===== src/rtl/bus_mailbox.sv =====
// Bus-mapped word mailbox: TXDATA writes feed a valid/ready TX stream, RX stream fills a FIFO popped by RXDATA reads.
// Latency: one cycle from dev_req_i to dev_rvalid_o; pushed TX words appear on tx_valid_o the cycle after the write.
// Backpressure: none on the bus (error on TX full / RX empty); RX stream is held off by rx_ready_o while the RX FIFO is full.
module bus_mailbox #(
  parameter int Depth        = 8,
  parameter int DataWidth    = 32,
  parameter int AddressWidth = 32
) (
  input  logic                    clk_i,
  input  logic                    rst_i,
  input  logic                    dev_req_i,
  input  logic                    dev_we_i,
  input  logic [3:0]              dev_be_i,
  input  logic [AddressWidth-1:0] dev_addr_i,
  input  logic [DataWidth-1:0]    dev_wdata_i,
  output logic                    dev_rvalid_o,
  output logic [DataWidth-1:0]    dev_rdata_o,
  output logic                    dev_err_o,
  output logic                    tx_valid_o,
  input  logic                    tx_ready_i,
  output logic [DataWidth-1:0]    tx_data_o,
  input  logic                    rx_valid_i,
  output logic                    rx_ready_o,
  input  logic [DataWidth-1:0]    rx_data_i,
  output logic                    irq_o
);

  localparam int PW = $clog2(Depth);
  localparam int CW = PW + 1;
  localparam logic [CW-1:0] FULL_CNT = CW'(Depth);

  // Storage and pointers
  logic [DataWidth-1:0] r_tx_mem [Depth];
  logic [DataWidth-1:0] r_rx_mem [Depth];
  logic [PW-1:0]        r_tx_wptr, r_tx_rptr, r_rx_wptr, r_rx_rptr;
  logic [CW-1:0]        r_tx_cnt, r_rx_cnt;
  logic                 r_rx_irq_en, r_tx_irq_en;
  logic                 r_rvalid, r_err, r_irq;
  logic [DataWidth-1:0] r_rdata;

  // Decode
  logic                 w_bad;
  logic [1:0]           w_reg;
  logic                 w_unused_addr;
  logic                 w_tx_full, w_tx_empty, w_rx_full, w_rx_empty;
  logic                 w_ctrl_wr, w_tx_flush, w_rx_flush;
  logic                 w_tx_push, w_tx_pop, w_rx_push, w_rx_pop;
  logic [CW-1:0]        w_tx_cnt_nxt, w_rx_cnt_nxt;
  logic                 w_rx_irq_en_nxt, w_tx_irq_en_nxt;
  logic [DataWidth-1:0] w_status;
  logic [DataWidth-1:0] w_rsp_dat;
  logic                 w_rsp_err;

  assign w_bad         = |dev_addr_i[9:4];
  assign w_reg         = dev_addr_i[3:2];
  assign w_unused_addr = ^{dev_addr_i[AddressWidth-1:10], dev_addr_i[1:0]};

  // Full/empty come from the count registered at the start of the cycle
  assign w_tx_full  = (r_tx_cnt == FULL_CNT);
  assign w_tx_empty = (r_tx_cnt == '0);
  assign w_rx_full  = (r_rx_cnt == FULL_CNT);
  assign w_rx_empty = (r_rx_cnt == '0);

  assign w_ctrl_wr  = dev_req_i && dev_we_i && !w_bad && (w_reg == 2'd3);
  assign w_tx_flush = w_ctrl_wr && dev_be_i[1] && dev_wdata_i[8];
  assign w_rx_flush = w_ctrl_wr && dev_be_i[1] && dev_wdata_i[9];

  // A single request is either a CTRL flush or a data access, never both,
  // so bus push/pop never collide with a flush of the same FIFO.
  assign w_tx_push = dev_req_i && dev_we_i && !w_bad && (w_reg == 2'd0) &&
                     (dev_be_i == 4'hF) && !w_tx_full;
  assign w_tx_pop  = tx_valid_o && tx_ready_i;
  assign w_rx_push = rx_valid_i && rx_ready_o;
  assign w_rx_pop  = dev_req_i && !dev_we_i && !w_bad && (w_reg == 2'd1) && !w_rx_empty;

  assign w_tx_cnt_nxt = w_tx_flush ? '0 : r_tx_cnt + CW'(w_tx_push) - CW'(w_tx_pop);
  assign w_rx_cnt_nxt = w_rx_flush ? '0 : r_rx_cnt + CW'(w_rx_push) - CW'(w_rx_pop);

  assign w_rx_irq_en_nxt = (w_ctrl_wr && dev_be_i[0]) ? dev_wdata_i[0] : r_rx_irq_en;
  assign w_tx_irq_en_nxt = (w_ctrl_wr && dev_be_i[0]) ? dev_wdata_i[1] : r_tx_irq_en;

  // Stream-side outputs
  assign tx_valid_o   = !w_tx_empty;
  assign tx_data_o    = r_tx_mem[r_tx_rptr];
  assign rx_ready_o   = !w_rx_full && !rst_i;
  assign dev_rvalid_o = r_rvalid;
  assign dev_rdata_o  = r_rdata;
  assign dev_err_o    = r_err;
  assign irq_o        = r_irq;

  // Assemble the STATUS word from pre-edge state
  always_comb begin
    w_status           = '0;
    w_status[0]        = w_tx_full;
    w_status[1]        = w_tx_empty;
    w_status[2]        = w_rx_full;
    w_status[3]        = w_rx_empty;
    w_status[8  +: CW] = r_tx_cnt;
    w_status[16 +: CW] = r_rx_cnt;
  end

  // Response data and error for the current request
  always_comb begin
    w_rsp_dat = '0;
    w_rsp_err = 1'b0;
    if (w_bad) begin
      w_rsp_err = 1'b1;
    end else begin
      case (w_reg)
        2'd0: if (dev_we_i) w_rsp_err = (dev_be_i != 4'hF) || w_tx_full;
        2'd1: begin
          if (dev_we_i || w_rx_empty) w_rsp_err = 1'b1;
          else                        w_rsp_dat = r_rx_mem[r_rx_rptr];
        end
        2'd2: begin
          if (dev_we_i) w_rsp_err = 1'b1;
          else          w_rsp_dat = w_status;
        end
        default: begin
          if (!dev_we_i) begin
            w_rsp_dat[0] = r_rx_irq_en;
            w_rsp_dat[1] = r_tx_irq_en;
          end
        end
      endcase
    end
  end

  // Bus response register; reset drops any pending response
  always_ff @(posedge clk_i or posedge rst_i) begin
    if (rst_i) begin
      r_rvalid <= 1'b0;
      r_rdata  <= '0;
      r_err    <= 1'b0;
    end else begin
      r_rvalid <= dev_req_i;
      r_rdata  <= dev_req_i ? w_rsp_dat : '0;
      r_err    <= dev_req_i && w_rsp_err;
    end
  end

  // TX FIFO pointers and count; flush wins over push/pop
  always_ff @(posedge clk_i or posedge rst_i) begin
    if (rst_i) begin
      r_tx_wptr <= '0;
      r_tx_rptr <= '0;
      r_tx_cnt  <= '0;
    end else if (w_tx_flush) begin
      r_tx_wptr <= '0;
      r_tx_rptr <= '0;
      r_tx_cnt  <= '0;
    end else begin
      r_tx_wptr <= r_tx_wptr + PW'(w_tx_push);
      r_tx_rptr <= r_tx_rptr + PW'(w_tx_pop);
      r_tx_cnt  <= w_tx_cnt_nxt;
    end
  end

  // RX FIFO pointers and count; flush discards a same-cycle stream push
  always_ff @(posedge clk_i or posedge rst_i) begin
    if (rst_i) begin
      r_rx_wptr <= '0;
      r_rx_rptr <= '0;
      r_rx_cnt  <= '0;
    end else if (w_rx_flush) begin
      r_rx_wptr <= '0;
      r_rx_rptr <= '0;
      r_rx_cnt  <= '0;
    end else begin
      r_rx_wptr <= r_rx_wptr + PW'(w_rx_push);
      r_rx_rptr <= r_rx_rptr + PW'(w_rx_pop);
      r_rx_cnt  <= w_rx_cnt_nxt;
    end
  end

  // FIFO storage writes; contents need no reset since pointers gate visibility
  always_ff @(posedge clk_i) begin
    if (w_tx_push) r_tx_mem[r_tx_wptr] <= dev_wdata_i;
    if (w_rx_push) r_rx_mem[r_rx_wptr] <= rx_data_i;
  end

  // CTRL enables and the level interrupt from post-edge FIFO state
  always_ff @(posedge clk_i or posedge rst_i) begin
    if (rst_i) begin
      r_rx_irq_en <= 1'b0;
      r_tx_irq_en <= 1'b0;
      r_irq       <= 1'b0;
    end else begin
      r_rx_irq_en <= w_rx_irq_en_nxt;
      r_tx_irq_en <= w_tx_irq_en_nxt;
      r_irq       <= (w_rx_irq_en_nxt && (w_rx_cnt_nxt != '0)) ||
                     (w_tx_irq_en_nxt && (w_tx_cnt_nxt == '0));
    end
  end

endmodule


===== config.mk =====
export PLATFORM = sky130hd
export DESIGN_NAME = bus_mailbox
export DESIGN_NICKNAME = d
export VERILOG_FILES = /design/src/rtl/bus_mailbox.sv
export SDC_FILE = /design/constraint.sdc
export NUM_CORES = 1
export LEC_CHECK = 0
export ABC_AREA = 0
export BUFFER_PORTS_ARGS = -buffer_cell sky130_fd_sc_hd__buf_4
export CORE_UTILIZATION = 45
export CTS_CLUSTER_DIAMETER = 40
export DETAILED_ROUTE_END_ITERATION = 6
export GPL_TIMING_DRIVEN = 0
export PLACE_DENSITY_LB_ADDON = 0.08
export RECOVER_POWER = 50
export SLEW_MARGIN = 5
export SYNTH_ARGS = -nofsm -noshare
export SYNTH_HDL_FRONTEND = slang
export SYNTH_SLANG_ARGS = --single-unit
export TNS_END_PERCENT = 50

===== constraint.sdc =====
create_clock -name clk_i -period 13.84 [get_ports clk_i]
set_clock_uncertainty 0.15 [all_clocks]
set_input_delay 2.768 -clock clk_i [delete_from_list [all_inputs] [get_ports clk_i]]
set_output_delay 2.768 -clock clk_i [all_outputs]
set_load 0.01 [all_outputs]

## Word-level counts from Yosys, hierarchy flattened

Memory sizes are Yosys's and may differ from the RTL's.
Index checks and enable logic that the tools add are counted.

- Flip-flop bits (word level): 57
- Memory bits (writable): 512
- Input port bits: 106
- Output and inout port bits: 69
- Word-level logic and storage cells: 91
- Memories: 2

- Add/subtract/negate cells: 8
- Equality and inequality tests: 7
- Multiplexer cells: 26
- Reduce and logical (&&, ||, !) cells: 36

Memory list:

| name | depth | width | rd ports | clocked after memory_dff | write ports | line | RTL |
|---|---|---|---|---|---|---|---|
| r_rx_mem | 8 | 32 | 1 | 0 | 1 | 34 | `logic [DataWidth-1:0] r_rx_mem [Depth];` |
| r_tx_mem | 8 | 32 | 1 | 0 | 1 | 33 | `logic [DataWidth-1:0] r_tx_mem [Depth];` |

Operators with widths:

| operator | count |
|---|---|
| 32-bit 2-to-1 mux | 3 |
| 30-bit case mux with 2 select lines | 1 |
| 1-bit logical AND | 20 |
| 20-bit 2-to-1 mux | 1 |
| 4-bit 2-to-1 mux | 4 |
| 3-bit by 1-bit adder with 3-bit output | 4 |
| 4-bit == test, second input constant | 3 |
| 4-bit logical NOT | 3 |
| 3-bit 2-to-1 mux | 4 |
| 1-bit 2-to-1 mux | 10 |
| 4-bit by 1-bit adder with 4-bit output | 2 |
| 4-bit by 1-bit subtractor with 4-bit output | 2 |
| 1-bit logical NOT | 7 |
| 2-bit case mux with 3 select lines | 1 |
| 6-bit OR reduction | 1 |
| 2-bit == test, second input constant | 2 |
| 4-bit inequality test, second input constant | 1 |
| 4-bit nonzero test | 1 |
| 1-bit logical OR | 3 |
| 1-bit case mux with 3 select lines | 1 |
| 2-bit by 1-bit == test with 1-bit output, second input constant | 1 |
| 2-bit logical NOT | 1 |
| 2-bit 2-to-1 mux | 1 |

## Longest topological paths before layout

Gate-level depths: netlist (run 1).

- Depth after elaboration: 12
- Gate-level depth with buffers: 13
- Mapped depth without buffers: 13

## Worst setup path after synthesis (run 1)

Ideal clock, no wire load.

- Path type: input port to flip-flop
- Start: input port rst_i
- End: memory r_rx_mem[0][0] (enable)
- Library setup time: 0.501 ns
- Arrival: 6.330 ns
- Data required time: 13.189 ns
- Slack: 6.859 ns
- Stages: 3
- Buffers on the path: 0
- Cell sequence: a21oi_1 -> nand2_1 -> nor4_1

- Cells in the longest elaborated chain, start to end: 5

RTL lines:

| item | line | RTL |
|---|---|---|
| start, declared | 10 | `input logic rst_i,` |
| 1-bit logical NOT (no line) | -- |  |
| 1-bit logical AND | 85 | `assign rx_ready_o = !w_rx_full && !rst_i;` |
| 1-bit logical AND | 73 | `assign w_rx_push = rx_valid_i && rx_ready_o;` |
| 1-bit 2-to-1 mux | 179 | `if (w_rx_push) r_rx_mem[r_rx_wptr] <= rx_data_i;` |
| 1-bit 2-to-1 mux (not written as such) | 179 |  |
| end, declared | 34 |  |

No other way between the ends.

## Final worst setup path (run 1)

- Start: input port rst_i
- End: output port rx_ready_o

- Cells in the longest elaborated chain, start to end: 2

RTL lines:

| item | line | RTL |
|---|---|---|
| 1-bit logical NOT (no line) | -- |  |
| 1-bit logical AND | 85 |  |
| end, declared | 23 | `output logic rx_ready_o,` |

No other way between the ends.

==> results of run 1 <==
critical path, delay by kind of cell:
family | cells | cell delay [ps]
AOI/OAI and AO/OA | 1 | 300
buffers and inverters | 2 | 350
cell type report:
cell class / instances / area, um2
clock buffers: 91 / 2120
multi-input cells: 361 / 4770
well taps: 615 / 769
plain buffers: 40 / 184
repair buffers: 192 / 1440
fillers: 3630 / 20800
clock inverters: 64 / 773
inverters: 15 / 57.6
diodes: 2 / 5.00
flip-flops and latches: 569 / 16800
flip-flops by register name, indices dropped and copies added (netlist names):
| name | flops |
|---|---|
| r_tx_irq_en | 1 |
| dev_rvalid_o | 1 |
| dev_err_o | 1 |
| r_tx_wptr | 3 |
| r_tx_mem | 256 |
| r_rx_rptr | 3 |
| r_tx_rptr | 3 |
| dev_rdata_o | 32 |
| r_tx_cnt | 4 |
| r_rx_cnt | 4 |
| r_rx_wptr | 3 |
| r_rx_mem | 256 |
| r_rx_irq_en | 1 |
| irq_o | 1 |
cell families (layout without fill, tap and decap cells):
logic type | after synthesis | in the layout
multiplexers | 194 | 194
other | 0 | 2
flip-flops | 569 | 569
buffers and inverters | 55 | 402
AND/OR/NAND/NOR | 107 | 107
AO/OA/AOI/OAI | 25 | 25
XOR/XNOR | 8 | 8
adder cells (fa/ha/maj) | 27 | 27
per-layer routing:
| layer | GRT usage | vias to the layer above | part of all wire |
|---|---|---|---|
| li1 | - | 4634 | - |
| met1 | 0.258 | 5420 | 0.43 |
| met2 | 0.317 | 227 | 0.50 |
| met3 | 0.0473 | 68 | 0.049 |
| met4 | 0.0661 | 6 | 0.020 |
| met5 | 0 | - | 0.00091 |
final timing paths:
kind	slack, ps	depth (start not counted)	end
worst max-delay path	7500	3	rx_ready_o
worst min-delay path	360	2	dev_rdata_o[10]
worst max register to register	10640	6	r_rx_mem[3][23]
worst min register to register	360	2	dev_rdata_o[10]
max in group asynchronous	8470	3	dev_err_o
min in group asynchronous	2320	2	dev_rdata_o[30]
report_power, final:
| part | switching (mW) | total, mW | internal (mW) |
|---|---|---|---|
| clock network | 0.817 | 2.15 | 1.33 |
| logic | 0.433 | 0.866 | 0.434 |
| registers | 0.0327 | 1.99 | 1.96 |
| total | 1.28 | 5.00 | 3.72 |
metrics by stage:
step           utilization  power [mW]  hold WS [ps]  setup WS [ps]
3_5_place_dp         0.510        2.92           354           7560
3_3_place_gp         0.495        2.90           338           3200
6_report             0.564        5.00           362           7500
4_1_cts              0.571        5.09           370           7520
2_1_floorplan            -        2.58           300           6860
5_1_grt              0.564        5.21           400           7470
placed cells by master, fill, tap and decap left out, types with 3 or more instances in the layout:
master / instances
mux2i_1: 32
clkinvlp_4: 7
clkinv_1: 5
inv_1: 14
a21oi_1: 4
xnor2_1: 8
clkinv_2: 10
dfrtp_1: 57
buf_16: 7
a31oi_1: 3
nand4_1: 3
buf_4: 89
nor2_1: 34
buf_2: 14
clkinv_4: 7
and3_1: 4
mux2_2: 33
nor4_1: 3
inv_8: 6
clkbuf_1: 98
nand2b_1: 8
nand2_1: 16
and2_1: 13
buf_12: 4
bufinv_16: 10
o21ai_0: 12
clkinv_8: 3
inv_16: 3
edfxtp_1: 512
inv_6: 13
buf_1: 5
buf_8: 4
ha_1: 25
nor2_4: 7
mux4_2: 128
clkbuf_16: 83
nand3_1: 4
buf_6: 16
nor3_2: 6
==> impl_metrics.py, run 1 <==
metrics = {
    "setup_path": {
        "start_kind": "input port",
        "cp.arrival_ps": 3420,
        "crit_path_top_delay_cell": "a21oi_1",
        "end_kind": "output port",
        "crit_path_cell_trace": "clkbuf_1, a21oi_1, buf_4",
        "cp_slowest_stage_delay_ps": 300,
        "timing.rr.start": "r_rx_cnt[2]",
        "cp-startpoint": "rst_i",
        "path_class": "input port to output port",
        "cp.required_ps": 10920,
        "crit_fanout": 3,
    },
    "synth": {
        "synth_mux_area_frac": 0.165,
        "synthCells": 985,
        "synth_top_area_frac": 0.707,
        "ys_seq_area_frac": 0.772,
        "syn_area_um2": 21800,
        "synth_top_family_by_area": "multiplexers",
        "synthAdderAreaFrac": 0.0162,
        "synth_common_cells": "512 x edfxtp_1, 128 x mux4_2, 57 x dfrtp_1",
        "syn_nets": 1118,
        "synth_xor_xnor_area_share": 0.00322,
        "synth_area_leaders": "edfxtp_1 71%, mux4_2 13%, dfrtp_1 6.6%",
        "synth_edf_count": 512,
        "yosys.area_share.simple": 0.0257,
        "synth_async_sr_flop_share": 0.100,
        "synth_warnings": 0,
        "synth_compound_area_frac": 0.00678,
        "syn_avg_cell_area_um2": 22.1,
        "ys_seq_elements": 569,
        "ys_types": 39,
        "synth_flop_cell": "edfxtp_1",
        "synth_top_area_cell": "edfxtp_1",
        "yosysMostFrequentCell": "edfxtp_1",
    },
    "job": {
        "maxCapViolations": 2,
    },
    "cts": {
        "cts_tree": "done",
        "post_cts_resized": 0,
        "ctsHtreeMaxLevel": 3,
        "cts_root_buffer": "clkbuf_16",
        "cts.sink_count": 569,
        "cts_buffers": 83,
        "clock_path_buffers": 3,
        "post-cts-setup-buffers": 0,
        "clk_pin_slew_ps": 50,
        "holdBufCountCts": 0,
        "clk_latency_ps": 620,
    },
    "placed_design": {
        "place_inst": 1792,
        "gp_congestion": 0.708,
        "port-buffer-count": 150,
        "place_area_um2": 24400,
        "dp_hpwl_mm": 29.4,
    },
    "power_and_ir_drop": {
        "p_leak_nw": 9.14,
        "powerDensity_nw_per_um2": 186,
        "vdd_drop_max_mv": 0.149,
    },
    "global_route": {
        "grt_pass1_vias": 11100,
        "globalRouteOverflowTotal": 0,
        "grt_usage": 0.195,
        "antenna_found_initial": 4,
        "grt_pass1_wl_mm": 69.9,
        "grt_max_degree": 38,
    },
    "floorplan": {
        "dieHeight_um": 222,
        "io_pins": 175,
        "die_area_um2": 49200,
        "initial_core_util": 0.456,
        "rows": 80,
        "core_um2": 47700,
        "die_x_um": 222,
    },
    "timing": {
        "fmax_mhz": 158,
        "tns_ps": 0,
        "period_share": 0.458,
        "period_needed_ps": 6340,
        "tightest_slew_ps": 2370,
        "rsz0062_at_grt": "false",
        "hold_violations": 0,
        "drv_slew": 50,
        "setup_viol": 0,
        "slew_headroom": -0.578,
    },
    "final_layout": {
        "stdcell_area_um2": 26900,
        "drive_above_1_share": 0.345,
        "nNetsFinal": 1395,
        "final_cells": 1949,
        "syn_to_final_growth_pct": 23.7,
    },
    "outcome": {
        "violations": "capacitance limit, slew limit",
        "status": "complete, but fails checks",
    },
    "routing": {
        "drt-total-wl_mm": 46.2,
        "first_iter_violations": 671,
        "wl_per_cell_um": 23.7,
        "routed_via_density": 5.31,
        "drtPass1Iterations": 5,
        "drc": 0,
        "ant_nets": 0,
        "vias": 10400,
    },
    "min_path": {
        "hold_path_class": "register to register",
        "min_from": "r_tx_cnt[2]",
    },
}
Power figures use the tool's default switching activity.
==> run 2: changes to the inputs <==
clock period = 5.7 ns   (was 13.84 ns; I/O delays follow)
==> run 2 against run 1 <==
Effect of this change: register-to-register slack lost 8200 ps; critical endpoint is now r_tx_mem[1][15]; die area unchanged; the run still ends with capacitance limit, slew limit left; power increased by 140%; clock power is 140% higher; global-route usage did not move; hold slack barely moved.
==> impl_metrics.py, run 2 (synthesized netlist as in run 1, its figures left out) <==
metrics = {
    "setup_path": {
        "path_class": "input port to register",
        "cp.arrival_ps": 4600,
        "crit_fanout": 8,
        "crit_path_frequent_cell": "buf_6",
        "crit_path_top_delay_cell": "nor4_1",
        "cp.required_ps": 5860,
        "cp_top_family": "simple AND/OR/NAND/NOR gates",
        "cp_slowest_stage_delay_ps": 880,
        "crit_path_cell_trace": "clkbuf_4, or4_1, nor4_1, and3_1, nand2_1, nor3_2, buf_6, buf_6, buf_4",
        "end_kind": "register",
        "critPathBufInv": 4,
        "path_depth": 9,
        "reg2reg_depth": 6,
        "start_kind": "input port",
    },
    "timing": {
        "tns_ps": 0,
        "period_share": 0.780,
        "slew_headroom": -0.560,
        "period_needed_ps": 4440,
        "fmax_mhz": 225,
        "setup_viol": 0,
        "drv_slew": 50,
        "rsz0062_at_grt": "false",
        "hold_ws_ps": 363,
        "tightest_slew_ps": 2340,
        "hold_violations": 0,
    },
    "global_route": {
        "grt_max_degree": 38,
        "grt_pass1_wl_mm": 69.9,
        "globalRouteOverflowTotal": 0,
        "grt_pass1_vias": 11100,
        "grt_usage": 0.195,
        "antenna_found_initial": 4,
    },
    "min_path": {
        "whs_path_depth": 2,
        "hold_path_class": "register to register",
    },
    "power_and_ir_drop": {
        "vdd_drop_max_mv": 0.361,
        "powerDensity_nw_per_um2": 452,
        "p_leak_nw": 9.08,
        "p_total_mw": 12.2,
    },
    "floorplan": {
        "io_pins": 175,
        "die_x_um": 222,
        "rows": 80,
        "die_area_um2": 49200,
        "dieHeight_um": 222,
        "core_um2": 47700,
        "initial_core_util": 0.456,
    },
    "cts": {
        "clock_path_buffers": 3,
        "holdBufCountCts": 0,
        "post_cts_resized": 0,
        "post-cts-setup-buffers": 0,
        "clk_latency_ps": 620,
        "cts_tree": "done",
        "cts_buffers": 83,
        "cts_root_buffer": "clkbuf_16",
        "clk_pin_slew_ps": 50,
        "cts.sink_count": 569,
        "ctsHtreeMaxLevel": 3,
    },
    "placed_design": {
        "place_area_um2": 24400,
        "gp_congestion": 0.708,
        "place_inst": 1792,
        "port-buffer-count": 150,
        "dp_hpwl_mm": 29.4,
    },
    "routing": {
        "drt-total-wl_mm": 46.1,
        "wl_per_cell_um": 23.7,
        "ant_nets": 0,
        "vias": 10400,
        "routed_via_density": 5.32,
        "drtPass1Iterations": 5,
        "first_iter_violations": 634,
        "drc": 0,
    },
    "final_layout": {
        "stdcell_area_um2": 26900,
        "final_cell_mix": "512 x edfxtp_1, 128 x mux4_2, 111 x clkbuf_1",
        "final_common_cell": "edfxtp_1",
        "final_cells": 1949,
        "syn_to_final_growth_pct": 23.5,
        "nNetsFinal": 1395,
        "drive_above_1_share": 0.335,
    },
    "outcome": {
        "violations": "capacitance limit, slew limit",
        "status": "complete, but fails checks",
    },
    "job": {
        "maxCapViolations": 2,
    },
}
[run 2: changes by cell type in the layout (fill, tap and decap cells not counted), sizes merged]
cell / before / now
clkbuf: 184 / 197
buf: 139 / 126
[run 2: final timing paths]
check / from / end / slack [ps]
worst max-delay path: dev_addr_i[5] / r_tx_mem[1][15] / 1260
worst min-delay path: r_tx_cnt[2] / dev_rdata_o[10] / 360
worst max register to register: r_rx_cnt[2] / r_rx_mem[3][23] / 2480
worst min register to register: r_tx_cnt[2] / dev_rdata_o[10] / 360
max in group asynchronous: rst_i / dev_err_o / 1980
min in group asynchronous: rst_i / dev_rdata_o[30] / 690
[run 2: cell type report]
cell class | count | area (um2)
timing repair buffer | 192 | 1390
sequential | 569 | 16800
clock inverter | 64 | 773
tap | 615 | 769
multi-input combinational | 361 | 4770
antenna | 2 | 5.00
inverter | 15 | 57.6
buffer | 40 | 184
fill | 3643 | 20900
clock buffer | 91 | 2120
[run 2: worst register-to-register path, stage by stage (launching register included)]
cell	delay (ps)
dfrtp_1	350
inv_1	80
ha_1	210
a21oi_1	290
nand3_1	270
nor2_1	1230
buf_12	300
[run 2: where the power goes]
group	leakage, nW	internal [mW]	total [mW]	switching [mW]
Sequential	5.37	4.76	4.84	0.0794
Clock	1.40	3.23	5.21	1.98
Combinational	2.31	1.05	2.10	1.05
[run 2: layer usage]
layer,GRT usage,vias to the layer above,routed length (um)
met4,0.0661,6,881
li1,-,4635,-
met1,0.258,5426,19700
met2,0.317,235,23100
met5,0,-,42
met3,0.0473,66,2370
[run 2: through the flow]
step	setup WS, ps	utilization
global route	1040	0.563
floorplan	347	-
global placement	-3310	0.495
detailed placement	1070	0.510
finish	1260	0.563
CTS	1300	0.571
